===== config.mk =====
export PLATFORM = sky130hd
export DESIGN_NAME = traffic_light_monitor
export DESIGN_NICKNAME = d
export VERILOG_FILES = /design/src/rtl/traffic_light_monitor.sv
export SDC_FILE = /design/constraint.sdc
export NUM_CORES = 1
export LEC_CHECK = 0
export ABC_AREA = 0
export BUFFER_PORTS_ARGS = -buffer_cell sky130_fd_sc_hd__buf_4
export CAP_MARGIN = 20
export CORE_MARGIN = 2
export CORE_UTILIZATION = 41
export DETAILED_ROUTE_END_ITERATION = 8
export GPL_ROUTABILITY_DRIVEN = 0
export PLACE_DENSITY = 0.6
export SYNTH_ARGS = -nofsm -noshare
export SYNTH_HDL_FRONTEND = slang
export SYNTH_SLANG_ARGS = --single-unit

===== constraint.sdc =====
create_clock -name i_clk -period 2.68 [get_ports i_clk]
set_input_delay 0.268 -clock i_clk [delete_from_list [all_inputs] [get_ports i_clk]]
set_output_delay 0.268 -clock i_clk [all_outputs]
set_load 0.05 [all_outputs]

===== src/rtl/traffic_light_monitor.sv =====
// Passive safety monitor for a two-road traffic light: tracks each road's phase and dwell,
// latches the first (lowest-coded) violation as a sticky fault, counts RED->GREEN entries.

module tlm_road_tracker #(
  parameter int GREEN_MIN  = 4,
  parameter int YELLOW_MIN = 2,
  parameter int CNT_W      = 8
) (
  input  logic             i_clk,
  input  logic             i_rst,
  input  logic             i_r,
  input  logic             i_y,
  input  logic             i_g,
  output logic [1:0]       o_phase,
  output logic             o_dec_valid,
  output logic             o_dec_red,
  output logic             o_invalid,
  output logic             o_illegal,
  output logic             o_yel_short,
  output logic             o_grn_short,
  output logic [CNT_W-1:0] o_green_cnt
);
  localparam int DMAX = (GREEN_MIN > YELLOW_MIN) ? GREEN_MIN : YELLOW_MIN;
  localparam int DW   = $clog2(DMAX + 1);
  localparam logic [DW-1:0] L_DMAX = DW'(DMAX);
  localparam logic [DW-1:0] L_GMIN = DW'(GREEN_MIN);
  localparam logic [DW-1:0] L_YMIN = DW'(YELLOW_MIN);

  typedef enum logic [1:0] {
    PH_UNKNOWN = 2'd0,
    PH_RED     = 2'd1,
    PH_GREEN   = 2'd2,
    PH_YELLOW  = 2'd3
  } phase_t;

  phase_t           r_state, w_state_nxt, w_dec;
  logic [DW-1:0]    r_dwell, w_dwell_nxt;
  logic [CNT_W-1:0] r_green_cnt;
  logic             w_valid, w_cnt_inc;

  always_comb begin
    w_valid = 1'b1;
    w_dec   = PH_UNKNOWN;
    case ({i_r, i_y, i_g})
      3'b100:  w_dec = PH_RED;
      3'b010:  w_dec = PH_YELLOW;
      3'b001:  w_dec = PH_GREEN;
      default: w_valid = 1'b0;
    endcase
  end

  always_comb begin
    w_state_nxt = r_state;
    w_dwell_nxt = r_dwell;
    w_cnt_inc   = 1'b0;
    o_invalid   = 1'b0;
    o_illegal   = 1'b0;
    o_yel_short = 1'b0;
    o_grn_short = 1'b0;
    if (!w_valid) begin
      w_state_nxt = PH_UNKNOWN;
      w_dwell_nxt = '0;
      o_invalid   = 1'b1;
    end else if (r_state == PH_UNKNOWN) begin
      w_state_nxt = w_dec;
      w_dwell_nxt = DW'(1);
    end else if (w_dec == r_state) begin
      if (r_dwell != L_DMAX) w_dwell_nxt = r_dwell + 1'b1;
    end else begin
      // Any change loads the new phase; the dwell being left is judged only on legal steps.
      w_state_nxt = w_dec;
      w_dwell_nxt = DW'(1);
      case (r_state)
        PH_RED: begin
          if (w_dec == PH_GREEN) w_cnt_inc = 1'b1;
          else                   o_illegal = 1'b1;
        end
        PH_GREEN: begin
          if (w_dec == PH_YELLOW) o_grn_short = (r_dwell < L_GMIN);
          else                    o_illegal   = 1'b1;
        end
        PH_YELLOW: begin
          if (w_dec == PH_RED) o_yel_short = (r_dwell < L_YMIN);
          else                 o_illegal   = 1'b1;
        end
        default: ;
      endcase
    end
  end

  always_ff @(posedge i_clk) begin
    if (i_rst) begin
      r_state     <= PH_UNKNOWN;
      r_dwell     <= '0;
      r_green_cnt <= '0;
    end else begin
      r_state <= w_state_nxt;
      r_dwell <= w_dwell_nxt;
      if (w_cnt_inc) r_green_cnt <= r_green_cnt + 1'b1;
    end
  end

  assign o_phase     = r_state;
  assign o_dec_valid = w_valid;
  assign o_dec_red   = (w_dec == PH_RED);
  assign o_green_cnt = r_green_cnt;
endmodule

module traffic_light_monitor #(
  parameter int GREEN_MIN  = 4,
  parameter int YELLOW_MIN = 2,
  parameter int CNT_W      = 8
) (
  input  logic             i_clk,
  input  logic             i_rst,
  input  logic             i_ra,
  input  logic             i_ya,
  input  logic             i_ga,
  input  logic             i_rb,
  input  logic             i_yb,
  input  logic             i_gb,
  output logic             o_fault,
  output logic [3:0]       o_fault_code,
  output logic [1:0]       o_phase_a,
  output logic [1:0]       o_phase_b,
  output logic [CNT_W-1:0] o_green_cnt_a,
  output logic [CNT_W-1:0] o_green_cnt_b
);
  logic       w_a_vld, w_a_red, w_a_inv, w_a_ill, w_a_ysh, w_a_gsh;
  logic       w_b_vld, w_b_red, w_b_inv, w_b_ill, w_b_ysh, w_b_gsh;
  logic [3:0] w_code;
  logic       r_fault;
  logic [3:0] r_fault_code;

  tlm_road_tracker #(.GREEN_MIN(GREEN_MIN), .YELLOW_MIN(YELLOW_MIN), .CNT_W(CNT_W)) u_road_a (
    .i_clk(i_clk), .i_rst(i_rst), .i_r(i_ra), .i_y(i_ya), .i_g(i_ga),
    .o_phase(o_phase_a), .o_dec_valid(w_a_vld), .o_dec_red(w_a_red),
    .o_invalid(w_a_inv), .o_illegal(w_a_ill), .o_yel_short(w_a_ysh),
    .o_grn_short(w_a_gsh), .o_green_cnt(o_green_cnt_a)
  );

  tlm_road_tracker #(.GREEN_MIN(GREEN_MIN), .YELLOW_MIN(YELLOW_MIN), .CNT_W(CNT_W)) u_road_b (
    .i_clk(i_clk), .i_rst(i_rst), .i_r(i_rb), .i_y(i_yb), .i_g(i_gb),
    .o_phase(o_phase_b), .o_dec_valid(w_b_vld), .o_dec_red(w_b_red),
    .o_invalid(w_b_inv), .o_illegal(w_b_ill), .o_yel_short(w_b_ysh),
    .o_grn_short(w_b_gsh), .o_green_cnt(o_green_cnt_b)
  );

  // Lowest code wins when several violations coincide.
  always_comb begin
    w_code = 4'd0;
    if (w_a_inv)                                      w_code = 4'd1;
    else if (w_b_inv)                                 w_code = 4'd2;
    else if (w_a_vld && w_b_vld && !w_a_red && !w_b_red) w_code = 4'd3;
    else if (w_a_ill)                                 w_code = 4'd4;
    else if (w_b_ill)                                 w_code = 4'd5;
    else if (w_a_ysh)                                 w_code = 4'd6;
    else if (w_b_ysh)                                 w_code = 4'd7;
    else if (w_a_gsh)                                 w_code = 4'd8;
    else if (w_b_gsh)                                 w_code = 4'd9;
  end

  always_ff @(posedge i_clk) begin
    if (i_rst) begin
      r_fault      <= 1'b0;
      r_fault_code <= 4'd0;
    end else if (!r_fault && (w_code != 4'd0)) begin
      r_fault      <= 1'b1;
      r_fault_code <= w_code;
    end
  end

  assign o_fault      = r_fault;
  assign o_fault_code = r_fault_code;
endmodule


==> results of run 1 <==
==> layer usage <==
| metal | vias to the layer above | GRT usage, % | wire length [um] |
|---|---|---|---|
| li1 | 751 | - | - |
| met1 | 720 | 21.91 | 1728 |
| met2 | 32 | 29.13 | 1741 |
| met3 | 8 | 5.263 | 205 |
| met4 | 0 | 9.000 | 80 |
| met5 | - | 0 | 0 |
==> worst reg2reg max path: stages (launching register included) <==
cell and delay, ns:
dfxtp_1 0.41, nor4bb_1 0.48, a21oi_1 0.09, o21a_1 0.18, o32a_1 0.40, and4_4 0.20
o311a_1 0.31
==> sequential cells by signal, summed over array words and instances (netlist names) <==
| signal | flops |
|---|---|
| o_fault | 1 |
| o_fault_code | 4 |
| u_road_a.o_green_cnt | 8 |
| u_road_a.o_phase | 2 |
| u_road_a.r_dwell | 3 |
| u_road_b.o_green_cnt | 8 |
| u_road_b.o_phase | 2 |
| u_road_b.r_dwell | 3 |
==> cell usage in the layout, fill, tap and decap left out, types with 4 or more instances in the layout <==
cell type / synthesis / final
xnor2_1: 5 / 5
buf_4: 1 / 33
nand4_1: 8 / 8
dfxtp_1: 31 / 31
and3_1: 4 / 4
a211oi_1: 4 / 4
mux2i_1: 4 / 4
nor3b_2: 4 / 4
ha_1: 4 / 4
nor2_1: 23 / 23
inv_1: 11 / 11
a21oi_1: 11 / 11
clkbuf_8: 0 / 7
nand2_1: 9 / 9
nand2b_1: 7 / 7
xor2_1: 11 / 11
==> power by group through the flow <==
| stage | sequential [mW] | combinational [mW] | clock, mW |
|---|---|---|---|
| after global routing | 0.486 | 0.145 | 0.436 |
| after CTS | 0.484 | 0.134 | 0.416 |
| after global placement | 0.494 | 0.131 | 0 |
| after detailed placement | 0.494 | 0.133 | 0 |
| final | 0.484 | 0.134 | 0.399 |
| after floorplan | 0.519 | 0.0715 | 0 |
==> metrics by stage <==
step / std cells / hold WS [ns] / utilization (%) / setup slack [ns]
final: 273 / 0.2280 / 51.58 / 0.4990
after global routing: 273 / 0.2348 / 51.58 / 0.3369
after CTS: 273 / 0.2244 / 51.58 / 0.5156
after detailed placement: 265 / 0.4806 / 49.08 / 0.5427
after global placement: 265 / 0.4699 / 49.08 / 0.5685
after floorplan: 190 / 0.4455 / - / 0.4129
==> layout make-up <==
cell class,instances,area [um2]
Fill cell,389,1937
Tap cell,50,62.56
Clock buffer,8,100.1
Inverter,11,41.29
Timing Repair Buffer,33,247.7
Multi-Input combinational cell,140,991.0
Sequential cell,31,620.6
==> worst paths after layout <==
path,start,slack (ns),end
setup / recovery,u_road_a.o_phase[0]$_SDFFE_PP0P_,0.50,o_fault_code[3]$_SDFFE_PP0P_
hold / removal,i_ga,0.23,u_road_a.o_phase[0]$_SDFFE_PP0P_
setup reg to reg,u_road_a.o_phase[0]$_SDFFE_PP0P_,0.50,o_fault_code[3]$_SDFFE_PP0P_
hold reg to reg,o_fault_code[0]$_SDFFE_PP0P_,0.49,o_fault_code[0]$_SDFFE_PP0P_
==> kinds of logic after synthesis <==
group           synth area share, %
fa+ha+maj                     2.950
simple gates                  25.88
xor+xnor                      8.259
buf+inv                       5.015
compound gates                18.95
mux                           2.360
flops                         36.58
==> flow_summary.toml, run 1 <==
[place]
place_area_mm2 = 0.001963
dp_hpwl_mm = 2.700
io_buffers = 32

[cts]
clockBufferDepth = 2
post_cts_buffers = 0
root_buffer = "clkbuf_8"
post_cts_resized = 0
cts.clk_slew.worst_paths_ns = 0.06
cts_buffers = 5
cts_hold_buf = 0
clk_latency_ns = 0.28
htree_num_levels = 2
clock_sinks = 31
cts_tree = "built"

[synth]
synthCells = 190
syn_avg_cell_area_um2 = 8.930
yosysMostFrequentCell = "dfxtp_1"
syn_area_mm2 = 0.001697
synth_top_area_share_pct = 36.58
synth_ff_type = "dfxtp_1"
synthArstFlopShare_pct = 0
syn-num-nets = 202
synthTopCellsByArea = "dfxtp_1, xor2_1, nor2_1"
synth_edf_count = 0
synth_common_cells = "dfxtp_1, nor2_1, a21oi_1, inv_1, xor2_1"
ys_seq_area_share_pct = 36.58
synth_seq_cells = 31
ys_types = 49
synth_warnings = 0
synth_top_cell_by_area = "dfxtp_1"

[critical_path]
critical_path_peak_fanout = 6
reg2regPathDepth = 6
crit_arrival_ns = 2.35
path_cells = "nor4bb_1 > a21oi_1 > o21a_1 > o32a_1 > and4_4 > o311a_1"
crit_path_top_delay_cell = "nor4bb_1"
worstSetupPathType = "reg -> reg"
cp_top_family = "compound AO/OA/AOI/OAI gates"
required_ns = 2.85
path_buf_inv = 0
endpoint_kind = "flip-flop"
slowest_delay_ns = 0.48
critical_path_depth = 6
cp-start-kind = "flip-flop"

[power]
power_mw = 1.017
power.internal_mw = 0.7548
combPwrFrac_pct = 13.1
switching_share_pct = 25.79
power_frac_seq_pct = 47.6
ir_drop_v = 0.0003736
p_sw_mw = 0.2624
power.density_mw_per_mm2 = 493.0
clkPwrFrac_pct = 39.3
p_leak_nw = 0.8662

[routing]
dr.pass1.iters = 4
via_per_inst = 5.535
postRouteAntennaNets = 0
vias = 1511
drc = 0
wl_mm = 3.755
initialDrtViolationCount = 80
routedWlPerCell_um = 13.75

[final_layout]
drive_gt1_share_pct = 23.32
n_antenna_cell = 0
stdcell_area_mm2 = 0.002063
nNetsFinal = 234
area_delta_synth_final_pct = 21.61

[sta]
fin_crit_sh_pct = 81.38
hold_violations = 0
worst_pin_slew_ns = 0.5154
setup_violations = 0
fin_crit_ns = 2.181
slew_viol_final = 0
relSlewSlack_pct = 65.53
fin_skew_ns = 0.003746
tns_ns = 0
rsz0062_at_grt = "no"
timing.fmax_mhz = 458.5

[floorplanning]
fp-row-count = 23
start_util_pct = 42.41
core_area_mm2 = 0.004000
io_pins = 33
fp.dieW_um = 68.33
dieArea_mm2 = 0.004669
die_h_um = 68.33

[global_route]
grt_pass1_wl_mm = 6.279
grt_start_max_net_pins = 29
grt_pass1_vias = 1419
grt_overflow = 0
grt_usage_pct = 18.09
antenna_found_initial = 0

[worst_hold_path]
hold_path.class = "in -> reg"
hold_path_depth = 2

[job]
cap_violations = 0

[run_status]
status = "completed"
Note: power is estimated with default switching activity, not from simulation.
==> run 2, diff against run 1 <==
--- a/config.mk
+++ b/config.mk
@@ -12,7 +12,7 @@
 export CORE_UTILIZATION = 41
 export DETAILED_ROUTE_END_ITERATION = 8
 export GPL_ROUTABILITY_DRIVEN = 0
-export PLACE_DENSITY = 0.6
+export PLACE_DENSITY = 0.63
 export SYNTH_ARGS = -nofsm -noshare
 export SYNTH_HDL_FRONTEND = slang
 export SYNTH_SLANG_ARGS = --single-unit
==> constraint.sdc (replaced) <==
create_clock -name i_clk -period 2 [get_ports i_clk]
set_input_delay 0.2 -clock i_clk [delete_from_list [all_inputs] [get_ports i_clk]]
set_output_delay 0.2 -clock i_clk [all_outputs]
set_load 0.05 [all_outputs]
==> run 2 against run 1 <==
  * Clock skew is essentially flat
  * Die area unchanged
  * Non-clock buffer count increased by 8
  * Fmax rose by 14%
  * Worst setup slack worse by 0.41 ns
  * Register-to-register slack got worse by 0.41 ns
  * Worst hold slack worse by 0.078 ns
  * Sequential share of layout area down 0.26 points
  * Power grew 27%
  * Via count decreased by 2.1%
  * Sequential power increased by 34%
  * Critical path depth is the same
==> flow_summary.toml, run 2 (synthesis results as in run 1) <==
[final_layout]
n_antenna_cell = 0
final_util_pct = 53.08
multiInputGateArea_um2 = 997.2
area_delta_synth_final_pct = 25.15
drive_gt1_share_pct = 27.71
final_cell_mix = "buf_4, dfxtp_1, nor2_1"
layout_commonest_cell = "buf_4"
nNetsFinal = 242
nFillCells = 400
seq_area_um2 = 633.1
stdcell_area_mm2 = 0.002123

[cts]
cts_tree = "built"
htree_num_levels = 2
clock_sinks = 31
clk_latency_ns = 0.27
post_cts_buffers = 0
cts_buffers = 5
post_cts_resized = 0
clockBufferDepth = 2
cts.clk_slew.worst_paths_ns = 0.06
cts_hold_buf = 0
root_buffer = "clkbuf_8"

[sta]
rsz0062_at_grt = "no"
timing.fmax_mhz = 523.2
relSlewSlack_pct = 76.63
fin_skew_ns = 0.003945
tns_ns = 0
hold_violations = 0
fin_crit_sh_pct = 95.57
fin_crit_ns = 1.911
slew_viol_final = 0
worst_pin_slew_ns = 0.3485
setup_violations = 0

[power]
ir_drop_v = 0.0003718
power.density_mw_per_mm2 = 610.5
p_leak_nw = 0.9003

[critical_path]
worstReg2RegStart = "u_road_a.r_dwell[2]$_SDFFE_PP0N_"
endpoint_kind = "flip-flop"
critical_path_peak_fanout = 5
crit_arrival_ns = 2.08
worstSetupPathType = "reg -> reg"
cp-start-kind = "flip-flop"
cp-startpoint = "u_road_a.r_dwell[2]$_SDFFE_PP0N_"
required_ns = 2.16

[place]
io_buffers = 32
place_area_mm2 = 0.002036
dp_hpwl_mm = 2.647

[global_route]
grt_pass1_wl_mm = 6.037
grt_start_max_net_pins = 29
grt_usage_pct = 17.24
grt_pass1_vias = 1327
grt_overflow = 0
antenna_found_initial = 0

[floorplanning]
io_pins = 33
die_h_um = 68.33
core_area_mm2 = 0.004000
fp-row-count = 23
fp.dieW_um = 68.33
start_util_pct = 42.41
dieArea_mm2 = 0.004669

[job]
cap_violations = 0

[worst_hold_path]
hold_path.class = "in -> reg"
hold_start = "i_gb"

[routing]
via_per_inst = 5.267
routedWlPerCell_um = 13.14
routed.top_layer = "met4"
dr.pass1.iters = 4
postRouteAntennaNets = 0
route.met3.wl_um = 147
met2_length_mm = 1.660
drc = 0
vias = 1480
initialDrtViolationCount = 56
wl_mm = 3.691
met1_length_mm = 1.859

[run_status]
status = "completed"
## run 2: final timing paths
path	end	slack [ns]	depth (start not counted)
max reg2reg	o_fault_code[3]$_SDFFE_PP0P_	0.09	6
max	o_fault_code[3]$_SDFFE_PP0P_	0.09	6
min	u_road_b.o_phase[0]$_SDFFE_PP0P_	0.15	2
min reg2reg	o_fault_code[1]$_SDFFE_PP0P_	0.49	2
## run 2: power by group
group / internal (mW) / switching [mW]
clock network: 0.244 / 0.217
logic: 0.0742 / 0.114
registers: 0.630 / 0.0172
total: 0.948 / 0.348
## run 2: final cells by class
| cell class | instances | share of cell area, % |
|---|---|---|
| Multi-Input combinational cell | 140 | 46.97 |
| Sequential cell | 31 | 29.82 |
| Tap cell | 50 | 2.946 |
| Clock inverter | 1 | 0.2357 |
| Clock buffer | 7 | 3.595 |
| Inverter | 11 | 1.945 |
| Timing Repair Buffer | 41 | 14.50 |
## run 2: critical path: stages (launching register included)
cell and delay (ns):
dfxtp_1 0.35, nor4bb_2 0.35, a21oi_1 0.07, o21a_1 0.17
o32a_1 0.36, and4_4 0.18, o311a_1 0.32
## run 2: per-stage QoR
step | hold slack (ns) | cells | setup slack [ns] | total power [mW]
after CTS | 0.1445 | 281 | 0.02928 | 1.313
after global routing | 0.1570 | 281 | 0.01308 | 1.354
final | 0.1496 | 281 | 0.08851 | 1.296
after global placement | 0.4396 | 273 | 0.08660 | 0.8489
after floorplan | 0.3700 | 190 | 0.009024 | 0.7899
after detailed placement | 0.4379 | 273 | 0.03231 | 0.8475
## run 2: per-layer routing
layer / vias to the layer above / GRT usage, %
met3: 2 / 4.276
met2: 23 / 26.82
met1: 686 / 23.14
met5: - / 0
met4: 0 / 6.000
li1: 769 / -
==> run 3, diff against run 2 <==
--- a/config.mk
+++ b/config.mk
@@ -8,6 +8,7 @@
 export ABC_AREA = 0
 export BUFFER_PORTS_ARGS = -buffer_cell sky130_fd_sc_hd__buf_4
 export CAP_MARGIN = 20
+export CORE_ASPECT_RATIO = 1.4
 export CORE_MARGIN = 2
 export CORE_UTILIZATION = 41
 export DETAILED_ROUTE_END_ITERATION = 8
==> run 3 against run 2 <==
  * Clock-buffer cell count did not move
  * Sequential share of layout area rose by 0.14 points
  * Critical path depth did not move
  * Critical endpoint unchanged
  * Sequential power barely moved
  * Worst setup slack improved by 0.0077 ns
  * Global-route usage rose by 1.6 points
  * Largest cell class unchanged
==> flow_summary.toml, run 3 (synthesis results as in run 1) <==
[final_layout]
final_cell_mix = "buf_4, dfxtp_1, nor2_1"
n_antenna_cell = 0
layout_commonest_cell = "buf_4"
final_cells = 271
area_delta_synth_final_pct = 24.56
nNetsFinal = 239
nFillCells = 374
drive_gt1_share_pct = 28.07

[cts]
clockBufferDepth = 2
cts_hold_buf = 0
cts_tree = "built"
clock_sinks = 31
post_cts_resized = 0
cts.clk_slew.worst_paths_ns = 0.07
cts_buffers = 5
htree_num_levels = 2
post_cts_buffers = 0
root_buffer = "clkbuf_8"
clk_latency_ns = 0.28

[sta]
timing.fmax_mhz = 525.3
tns_ns = 0
fin_crit_ns = 1.904
worst_pin_slew_ns = 0.3733
hold_violations = 0
slew_viol_final = 0
fin_skew_ns = 0.005466
rsz0062_at_grt = "no"
relSlewSlack_pct = 74.92
setup_violations = 0
fin_crit_sh_pct = 95.19

[power]
p_leak_nw = 0.8944
power_mw = 1.383
power.density_mw_per_mm2 = 654.5
ir_drop_v = 0.0005366

[critical_path]
critical_path_peak_fanout = 5
endpoint_kind = "flip-flop"
cp-start-kind = "flip-flop"
crit_arrival_ns = 2.07
worstSetupPathType = "reg -> reg"
required_ns = 2.17

[floorplanning]
start_util_pct = 42.92
die_h_um = 80.12
core_area_mm2 = 0.003953
fp.dieW_um = 58.37
dieArea_mm2 = 0.004676
io_pins = 33
fp-row-count = 27

[routing]
met1_length_mm = 1.684
initialDrtViolationCount = 58
routed.top_layer = "met4"
dr.pass1.iters = 4
route.met3.wl_um = 166
postRouteAntennaNets = 0
drc = 0
met2_length_mm = 2.141
routedWlPerCell_um = 15.03
wl_mm = 4.074
via_per_inst = 5.731
vias = 1553

[worst_hold_path]
hold_path.class = "in -> reg"

[global_route]
grt_start_max_net_pins = 29
grt_overflow = 0
grt_pass1_vias = 1578
grt_usage_pct = 18.84
antenna_found_initial = 0
grt_pass1_wl_mm = 6.837

[job]
cap_violations = 0

[place]
io_buffers = 32
dp_hpwl_mm = 3.089
place_inst = 263

[run_status]
status = "completed"
run 3: changes by cell type in the layout (fill, tap and decap cells not counted):
cell,before,now
and4bb_1,1,0
and4bb_2,0,1
buf_4,41,38
clkbuf_1,2,0
clkbuf_8,5,7
clkinv_2,1,0
inv_4,0,1
run 3: path summary, 6_finish.rpt:
path	startpoint	to	slack (ns)	cells after the start
setup / recovery	u_road_b.r_dwell[1]$_SDFFE_PP0N_	o_fault_code[3]$_SDFFE_PP0P_	0.1	6
hold / removal	i_gb	u_road_b.o_phase[0]$_SDFFE_PP0P_	0.15	2
hold reg to reg	o_fault_code[0]$_SDFFE_PP0P_	o_fault_code[0]$_SDFFE_PP0P_	0.48	2
setup reg to reg	u_road_b.r_dwell[1]$_SDFFE_PP0N_	o_fault_code[3]$_SDFFE_PP0P_	0.1	6
run 3: per-layer routing:
metal	global-route usage, %	up-vias
li1	-	766
met1	20.06	738
met2	34.38	41
met3	3.865	8
met4	8.837	0
met5	0	-
run 3: area by class of cell:
class	count	area, um2	share of cell area, %
Tap cell	43	53.80	2.546
Clock inverter	1	6.256	0.2960
Timing Repair Buffer	38	285.3	13.50
Inverter	11	41.29	1.954
Sequential cell	31	633.1	29.96
Clock buffer	7	96.34	4.559
Multi-Input combinational cell	140	997.2	47.19
run 3: where the power goes:
part | switching, mW | total, mW | internal [mW]
sequential | 0.0176 | 0.647 | 0.630
clock | 0.238 | 0.551 | 0.314
combinational | 0.114 | 0.184 | 0.0702
run 3: worst max-delay path, stage by stage (launching register included):
cell	delay [ns]
dfxtp_1	0.35
and4bb_2	0.35
a21oi_1	0.07
o21a_1	0.18
o32a_1	0.36
and4_4	0.18
o311a_1	0.31
run 3: metrics by stage:
stage                     hold slack, ns  instance area, um2  setup WS [ns]  utilization (%)
after CTS                         0.1389                2107        0.04903            53.31
after detailed placement          0.4410                2004        0.02417            50.71
after global placement            0.4342                2004        0.07226            50.71
after floorplan                   0.3700                1709       0.009024                -
final                             0.1480                2113        0.09620            53.47
after global routing              0.1517                2113       0.003619            53.47
